**src/rtl/eg_arb_pkg.sv**
```systemverilog
// Shared types and constants for the eg sequencing arbiter.
// Holds the FSM state encoding and the widths of vector, ID and result.
package eg_arb_pkg;

  typedef enum logic [1:0] {
    IDLE,
    APPLY,
    RESP,
    GAP
  } state_e;

  localparam int VEC_W = 3;
  localparam int ID_W  = 1;
  localparam int GF_W  = 2;

  localparam logic [VEC_W-1:0] X_IDLE = 3'b000;

  function automatic int max2(input int a, input int b);
    return (a > b) ? a : b;
  endfunction

endpackage

```
**src/rtl/eg_arbiter_rr_arb2.sv**
```systemverilog
// Two-way round-robin arbiter: a lone requester always wins; on a tie the
// requester that did not win last time is granted.
module rr_arb2
  import eg_arb_pkg::*;
(
  input  logic            valid0,
  input  logic            valid1,
  input  logic [ID_W-1:0] last_id,
  output logic            grant0,
  output logic            grant1,
  output logic [ID_W-1:0] grant_id
);

  // NOTE: every output gets a value on every path through always_comb, so no latch is inferred.
  always_comb begin
    grant0   = valid0 && (!valid1 || (last_id == 1'b1));
    grant1   = valid1 && (!valid0 || (last_id == 1'b0));
    grant_id = grant1 ? 1'b1 : 1'b0;
  end

endmodule

```
**src/rtl/eg_arbiter.sv**
```systemverilog
// Shares one eg circuit between two requesters: grant, drive x for a settle
// window, sample {g,f}, return the tagged result over a valid/ready handshake.
module eg_arbiter
  import eg_arb_pkg::*;
#(
  parameter int SETTLE_CYC = 2,
  parameter int GAP_CYC    = 1
) (
  input  logic             clk,
  input  logic             rst,
  input  logic             req0_valid,
  input  logic [VEC_W-1:0] req0_vec,
  output logic             req0_ready,
  input  logic             req1_valid,
  input  logic [VEC_W-1:0] req1_vec,
  output logic             req1_ready,
  output logic             x1,
  output logic             x2,
  output logic             x3,
  input  logic             g,
  input  logic             f,
  output logic             rsp_valid,
  output logic [ID_W-1:0]  rsp_id,
  output logic [GF_W-1:0]  rsp_gf,
  input  logic             rsp_ready
);

  localparam int CNT_W = $clog2(max2(SETTLE_CYC, GAP_CYC) + 1);

  state_e             state_q, state_d;
  logic [CNT_W-1:0]   cnt_q, cnt_d;
  logic [VEC_W-1:0]   vec_q, vec_d;
  logic [ID_W-1:0]    id_q, id_d;
  logic [ID_W-1:0]    last_id_q, last_id_d;
  logic               rsp_valid_q, rsp_valid_d;
  logic [GF_W-1:0]    rsp_gf_q, rsp_gf_d;

  logic               grant0, grant1;
  logic [ID_W-1:0]    grant_id;
  logic               req_fire;

  rr_arb2 u_arb (
    .valid0   (req0_valid),
    .valid1   (req1_valid),
    .last_id  (last_id_q),
    .grant0   (grant0),
    .grant1   (grant1),
    .grant_id (grant_id)
  );

  // NOTE: reset is sampled on the clock edge and all state uses non-blocking assignments.
  always_ff @(posedge clk) begin
    if (rst) begin
      state_q     <= IDLE;
      cnt_q       <= '0;
      vec_q       <= X_IDLE;
      id_q        <= '0;
      last_id_q   <= ID_W'(1);
      rsp_valid_q <= 1'b0;
      rsp_gf_q    <= '0;
    end else begin
      state_q     <= state_d;
      cnt_q       <= cnt_d;
      vec_q       <= vec_d;
      id_q        <= id_d;
      last_id_q   <= last_id_d;
      rsp_valid_q <= rsp_valid_d;
      rsp_gf_q    <= rsp_gf_d;
    end
  end

  assign req_fire = (req0_valid && req0_ready) || (req1_valid && req1_ready);

  always_comb begin
    state_d     = state_q;
    cnt_d       = cnt_q;
    vec_d       = vec_q;
    id_d        = id_q;
    last_id_d   = last_id_q;
    rsp_valid_d = rsp_valid_q;
    rsp_gf_d    = rsp_gf_q;
    case (state_q)
      IDLE: begin
        if (req_fire) begin
          vec_d     = grant1 ? req1_vec : req0_vec;
          id_d      = grant_id;
          last_id_d = grant_id;
          cnt_d     = CNT_W'(SETTLE_CYC);
          state_d   = APPLY;
        end
      end
      APPLY: begin
        if (cnt_q == CNT_W'(1)) begin
          rsp_gf_d    = {g, f};
          rsp_valid_d = 1'b1;
          cnt_d       = '0;
          state_d     = RESP;
        end else begin
          cnt_d = cnt_q - 1'b1;
        end
      end
      RESP: begin
        if (rsp_ready) begin
          rsp_valid_d = 1'b0;
          if (GAP_CYC > 0) begin
            cnt_d   = CNT_W'(GAP_CYC);
            state_d = GAP;
          end else begin
            state_d = IDLE;
          end
        end
      end
      GAP: begin
        if (cnt_q <= CNT_W'(1)) begin
          cnt_d   = '0;
          state_d = IDLE;
        end else begin
          cnt_d = cnt_q - 1'b1;
        end
      end
      default: state_d = IDLE;
    endcase
  end

  // Ready looks only at state, reset and the request valids, never at rsp_ready.
  always_comb begin
    {x1, x2, x3} = (state_q == APPLY) ? vec_q : X_IDLE;
    req0_ready   = (state_q == IDLE) && !rst && grant0;
    req1_ready   = (state_q == IDLE) && !rst && grant1;
    rsp_valid    = rsp_valid_q;
    rsp_id       = id_q;
    rsp_gf       = rsp_gf_q;
  end

endmodule

```
**config.mk**
```make
export PLATFORM = sky130hd
export DESIGN_NAME = eg_arbiter
export DESIGN_NICKNAME = d
export VERILOG_FILES = /design/src/rtl/eg_arb_pkg.sv /design/src/rtl/eg_arbiter_rr_arb2.sv /design/src/rtl/eg_arbiter.sv
export SDC_FILE = /design/constraint.sdc
export NUM_CORES = 1
export LEC_CHECK = 0
export BUFFER_PORTS_ARGS = -buffer_cell sky130_fd_sc_hd__buf_2
export CAP_MARGIN = 30
export CORE_ASPECT_RATIO = 0.9
export CORE_MARGIN = 10
export CORE_UTILIZATION = 44
export DETAILED_ROUTE_END_ITERATION = 8
export GPL_TIMING_DRIVEN = 0
export PLACE_DENSITY = 0.82
export SETUP_SLACK_MARGIN = 0.1
export SYNTH_ARGS = -nofsm -noshare
export SYNTH_HDL_FRONTEND = slang
export SYNTH_SLANG_ARGS = --single-unit
```
**constraint.sdc**
```tcl
create_clock -name clk -period 1.35 [get_ports clk]
set_input_delay 0.135 -clock clk [delete_from_list [all_inputs] [get_ports clk]]
set_output_delay 0.135 -clock clk [all_outputs]
set_load 0.03 [all_outputs]
```
==> flow_summary.json, run 1 <==
{
  "yosysWarningCount": 0,
  "overflow": 0,
  "final_cell_area_sq_um": 1280,
  "first_global_vias": 835,
  "cts-buffers-inserted": 3,
  "cpPeakStageDelay_ns": 0.36,
  "grt_pass1_wl_um": 3880,
  "cts_buffer_depth": 2,
  "dr_wl_met2_um": 1460,
  "fmax_ghz": 0.669,
  "required_ns": 1.22,
  "start_util_pct": 45.8,
  "worst_slack_ns": -0.146,
  "antenna_found_initial": 0,
  "post_dp_cell_area_sq_um": 931,
  "critPathSlowestCell": "dfxtp_4",
  "r2r_cells": 6,
  "power_density_nw_per_um2": 1670,
  "finalCritPeriodShare_pct": 111,
  "combPwrFrac_pct": 64.0,
  "rsz0062_at_grt": "true",
  "hp-class": "in2reg",
  "synth.most_common_cell": "dfxtp_1",
  "vias": 821,
  "path_depth": 5,
  "cts_root_buffer": "clkbuf_4",
  "routed_via_density": 5.51,
  "p_int_mw": 1.28,
  "dr.pass1.iters": 4,
  "regArea_sq_um": 255,
  "async_reset_ff_share_pct": 0,
  "clkSlewWorstSetupHoldPaths_ns": 0.07,
  "worstMarginPinSlew_ns": 0.472,
  "worstSetupEndpoint": "req0_ready",
  "die_h_um": 59.3,
  "synth_largest_area_cell": "dfxtp_1",
  "reg2reg_to": "cnt_q[1]$_SDFFE_PP0P_",
  "wl_met3_um": 137,
  "multi_input_area_sq_um": 639,
  "r2r-start": "state_q[0]$_SDFFE_PP0P_",
  "critPathLaunchType": "register",
  "cp_max_fo": 4,
  "finalSetupViolCount": 9,
  "synth_top_area_share_pct": 31.8,
  "ios": 22,
  "drt-initial-drc-count": 38,
  "dp_hpwl_um": 1500,
  "synth_nets": 106,
  "clk_latency_ns": 0.28,
  "num_rows": 14,
  "fp.dieArea_sq_um": 3770,
  "crit_chain": "inv_4 > ha_4 > nor2b_4 > and3_4 > buf_6",
  "final_hold_viol_count": 0,
  "grt_use_total_pct": 12.6,
  "htree_levels": 1,
  "layout-drive-gt1-share_pct": 64.8,
  "portBuffers": 21,
  "synthCells": 85,
  "cp-end-kind": "output pin",
  "synth_ff_type": "dfxtp_1",
  "synth-edff-count": 0,
  "peakVddDrop_mv": 1.10,
  "path_buf_inv": 2,
  "relSlewSlack_pct": 68.4,
  "synth-seq-area-share_pct": 31.8,
  "gp_congestion": 0.774,
  "reg2reg_slack_ns": -0.10,
  "period_minus_slack_ns": 1.50,
  "yosys-top-cells-area": "dfxtp_1 (32%), ha_1 (13%), mux2i_1 (6.6%)",
  "outcome": "finished, violations left",
  "num-nets-final": 148,
  "grt_start_max_net_pins": 11,
  "antenna_cells": 0,
  "power_mw": 2.14,
  "wirelength_um": 2580,
  "wl_per_cell_um": 17.3,
  "startpoint": "state_q[1]$_SDFFE_PP0P_",
  "critPathArrivalTime_ns": 1.36,
  "ant_nets": 0,
  "seqPwrFrac_pct": 25.7,
  "synthTopCellsByCount": "dfxtp_1 (12), nand2_1 (9), ha_1 (8)",
  "switching_share_pct": 40.0,
  "slew_violations": 0,
  "cts_tree": "yes",
  "design.core.area_sq_um": 1650,
  "place_inst": 130,
  "p_leak_nw": 0.560,
  "crit_family": "simple AND/OR/NAND/NOR gates",
  "met1Wirelength_um": 967,
  "instances_no_fill": 149,
  "clkPwrFrac_pct": 10.3,
  "synthToLayoutAreaGrowth_pct": 69.3,
  "netlist_area_sq_um": 754,
  "drc": 0,
  "dr.max_layer_used": "met4",
  "clock_skew_ns": 0.00255,
  "yosysUniqueCellTypes": 29,
  "switching_power_uw": 854,
  "violations": "setup timing",
  "synth-seq-cells": 12,
  "dieWidth_um": 63.7,
  "syn_area_per_cell_sq_um": 8.88,
  "numClockSinks": 12,
  "fillers": 114,
  "crit_type": "reg2out",
  "maxCapViolCount": 0
}
-- area by class of cell --
| class | instances | share of cell area (%) |
|---|---|---|
| Buffer | 1 | 0.392 |
| Sequential cell | 12 | 20.0 |
| Multi-Input combinational cell | 64 | 50.0 |
| Clock buffer | 3 | 1.76 |
| Timing Repair Buffer | 38 | 23.0 |
| Inverter | 7 | 2.45 |
| Tap cell | 24 | 2.35 |
-- registers in the layout, indices dropped and copies added (netlist names) --
register   cells
state_q        2
vec_q          3
rsp_valid      1
cnt_q          2
last_id_q      1
rsp_gf         2
rsp_id         1
-- how the worst min path moves through the flow --
stage          startpoint                      to  slack (ns)  cells past startpoint
2_1_floorplan           f  rsp_gf[0]$_SDFFE_PP0P_        0.28                      2
3_3_place_gp            f  rsp_gf[0]$_SDFFE_PP0P_        0.39                      3
3_5_place_dp            f  rsp_gf[0]$_SDFFE_PP0P_        0.40                      3
4_1_cts                 f  rsp_gf[0]$_SDFFE_PP0P_        0.11                      3
5_1_grt                 f  rsp_gf[0]$_SDFFE_PP0P_        0.12                      3
6_report                f  rsp_gf[0]$_SDFFE_PP0P_        0.10                      3
-- through the flow --
step           setup TNS (ns)  utilization, %  hold slack [ns]  worst slack (ns)
2_1_floorplan         -0.0892               -            0.283           -0.0438
3_3_place_gp            -1.02            56.5            0.390            -0.195
3_5_place_dp            -1.44            56.5            0.398            -0.219
4_1_cts                -0.328            72.6            0.108            -0.120
5_1_grt                 -1.39            77.6            0.116            -0.173
6_report               -0.868            77.6            0.103            -0.146
-- cell usage in the layout (no fill, tap or decap), types with 3 or more instances in the layout --
cell	instances
a211oi_2	5
ha_4	5
nand2_1	7
and2_4	4
dfxtp_1	8
dfxtp_4	4
inv_1	3
buf_6	13
a21oi_1	5
mux2i_1	5
buf_2	17
clkbuf_4	3
buf_4	9
a21o_1	3
-- logic make-up (layout without fill, tap and decap cells) --
| group | Yosys count | after routing | synth area share, % |
|---|---|---|---|
| AOI/OAI and AO/OA | 26 | 26 | 26.0 |
| and+or+nand+nor | 25 | 25 | 17.6 |
| DFF | 12 | 12 | 31.8 |
| buffers and inverters | 9 | 49 | 4.64 |
| adders and majority gates | 8 | 8 | 13.3 |
| muxes | 5 | 5 | 6.63 |
-- worst min-delay path, delay by kind of cell --
family	cells	cell delay, ns
buf+inv	1	0.09
simple gates	1	0.05
compound gates	1	0.05
-- power by group through the flow --
stage	Combinational (mW)	Clock [mW]	Sequential, mW
finish	1.37	0.220	0.549
global route	1.47	0.237	0.559
CTS	1.16	0.225	0.543
detailed placement	0.780	0	0.518
global placement	0.745	0	0.513
floorplan	0.596	0	0.520
-- timing repair --
| item | 4_1_cts | 5_1_grt |
|---|---|---|
| pin swaps | 15 | 7 |
| resized for setup | 46 | 10 |
| hold buffers | 0 | 0 |
| setup buffers | 11 | 7 |
| endpoints found under the setup margin | 14 | 16 |
-- per-layer routing --
layer  up-vias  global-route usage (%)
met2        24                    24.2
met5         -                       0
met3         4                    4.35
met1       404                    12.8
li1        389                       -
met4         0                    3.43
No activity file was read; power rests on OpenSTA's default activity.
==> inputs of run 2 (changes only) <==
Settings changed: CELL_PAD_IN_SITES_DETAIL_PLACEMENT set to 1, CELL_PAD_IN_SITES_GLOBAL_PLACEMENT set to 1, CORE_ASPECT_RATIO 0.9 to 1.25, CORE_UTILIZATION 44 to 33, PLACE_DENSITY 0.82 to 0.83.
==> run 2 against run 1 <==
Compared with the run above: highest routed layer unchanged; flip-flop and latch count unchanged; critical path depth unchanged; count of clock-buffer cells in the layout increased by 1; the run still ends with setup timing left; core utilization decreased by 24 points; clock skew decreased by 0.00074 ns; setup slack improved by 0.042 ns; routed wire length decreased by 8.0%.
==> flow_summary.json, run 2 (synthesis gave the netlist of run 1 again) <==
{
  "combPwrFrac_pct": 58.5,
  "antenna_found_initial": 0,
  "clk_latency_ns": 0.27,
  "dp_hpwl_um": 1620,
  "peakVddDrop_mv": 0.905,
  "fillers": 268,
  "grt_pass1_wl_um": 4000,
  "cts_tree": "yes",
  "cts_root_buffer": "clkbuf_4",
  "finalCritPeriodShare_pct": 108,
  "violations": "setup timing",
  "grt_use_total_pct": 10.6,
  "top_register": "vec_q",
  "drt-initial-drc-count": 11,
  "clkPwrFrac_pct": 14.7,
  "ant_nets": 0,
  "critPathSlowestCell": "dfxtp_4",
  "relSlewSlack_pct": 71.0,
  "clkSlewWorstSetupHoldPaths_ns": 0.08,
  "gp_congestion": 0.757,
  "num_rows": 19,
  "regArea_sq_um": 248,
  "finalSetupViolCount": 9,
  "synthToLayoutAreaGrowth_pct": 54.2,
  "required_ns": 1.22,
  "worstMarginPinSlew_ns": 0.433,
  "final_common_cell": "buf_2",
  "power_mw": 1.98,
  "period_minus_slack_ns": 1.45,
  "rsz0062_at_grt": "true",
  "cts_buffer_depth": 2,
  "maxCapViolCount": 0,
  "num-nets-final": 140,
  "wl_per_cell_um": 16.0,
  "multi_input_area_sq_um": 588,
  "overflow": 0,
  "vias": 745,
  "critPathArrivalTime_ns": 1.32,
  "p_int_mw": 1.21,
  "fp.dieArea_sq_um": 4610,
  "crit_type": "reg2out",
  "largest_register_ffs": 3,
  "cp-end-kind": "output pin",
  "htree_levels": 1,
  "cpPeakStageDelay_ns": 0.37,
  "hp-class": "in2reg",
  "antenna_cells": 0,
  "slew_violations": 0,
  "switching_share_pct": 38.9,
  "first_global_vias": 841,
  "fmax_ghz": 0.688,
  "cp_max_fo": 3,
  "switching_power_uw": 772,
  "portBuffers": 21,
  "final_hold_viol_count": 0,
  "cts-buffers-inserted": 3,
  "design.core.area_sq_um": 2190,
  "dieWidth_um": 62.8,
  "wirelength_um": 2380,
  "mostFrequentLayoutCells": "buf_2 (17), nand2_1 (9), dfxtp_1 (8), buf_4 (8), a21oi_1 (6)",
  "crit_chain": "inv_4 > ha_4 > nor2b_4 > and3_4 > buf_6",
  "start_util_pct": 34.5,
  "power_density_nw_per_um2": 1700,
  "ios": 22,
  "clock_skew_ns": 0.00181,
  "critPathLaunchType": "register",
  "numClockSinks": 12,
  "grt_start_max_net_pins": 11,
  "hold_ws_ns": 0.116,
  "routed_via_density": 5.00,
  "drc": 0,
  "dr.pass1.iters": 4,
  "seqPwrFrac_pct": 26.8,
  "outcome": "finished, violations left",
  "die_h_um": 73.5,
  "p_leak_nw": 0.517,
  "layout-drive-gt1-share_pct": 55.1,
  "worst_slack_ns": -0.104
}
[run 2: repair_timing]
item / in CTS / in global routing
buffers inserted: 7 / 2
hold buffers: 0 / 0
endpoints found under the setup margin: 14 / 14
pin swaps: 8 / 3
resized for setup: 31 / 4
[run 2: metal layers]
layer / routed length [um] / vias to the layer above / global-route usage, %
met5: 0 / - / 0
met1: 914 / 367 / 11.5
met2: 1400 / 6 / 19.6
met4: 8 / 0 / 4.48
li1: - / 370 / -
met3: 59 / 2 / 1.98
[run 2: stage by stage]
step | worst slack (ns) | setup TNS [ns] | area [sq um] | cells | util [%]
after floorplan | -0.0438 | -0.0892 | 796 | 85 | -
after global placement | -0.193 | -0.968 | 940 | 137 | 43.0
after detailed placement | -0.245 | -1.50 | 940 | 137 | 43.0
after CTS | -0.111 | -0.467 | 1140 | 147 | 52.1
after global routing | -0.176 | -1.03 | 1160 | 149 | 53.2
final | -0.104 | -0.485 | 1160 | 149 | 53.2
[run 2: final timing paths]
check,startpoint,end,slack [ns],cells after the start
worst max-delay path,state_q[0]$_SDFFE_PP0P_,req0_ready,-0.10,5
worst min-delay path,f,rsp_gf[0]$_SDFFE_PP0P_,0.12,3
worst max register to register,state_q[0]$_SDFFE_PP0P_,state_q[1]$_SDFFE_PP0P_,-0.08,5
worst min register to register,rsp_gf[0]$_SDFFE_PP0P_,rsp_gf[0]$_SDFFE_PP0P_,0.47,2
[run 2: power groups by stage]
| stage | clock (mW) | sequential, mW | combinational (mW) |
|---|---|---|---|
| global placement | 0 | 0.515 | 0.748 |
| CTS | 0.306 | 0.523 | 1.09 |
| finish | 0.292 | 0.531 | 1.16 |
| floorplan | 0 | 0.520 | 0.596 |
| global route | 0.325 | 0.543 | 1.26 |
| detailed placement | 0 | 0.521 | 0.784 |
[run 2: cell type report]
type                       instances  share of cell area (%)
sequential                        12                    21.3
clock buffer                       4                    3.12
buffer                             1                   0.430
timing repair buffer              30                    18.6
tap                               31                    3.33
inverter                           7                    2.69
multi-input combinational         64                    50.5
[run 2: critical path, delay by kind of cell (launching register included)]
kind / cells / cell delay, ns
flip-flops: 1 / 0.37
AND/OR/NAND/NOR: 2 / 0.35
buffers and inverters: 2 / 0.19
adder cells (fa/ha/maj): 1 / 0.13
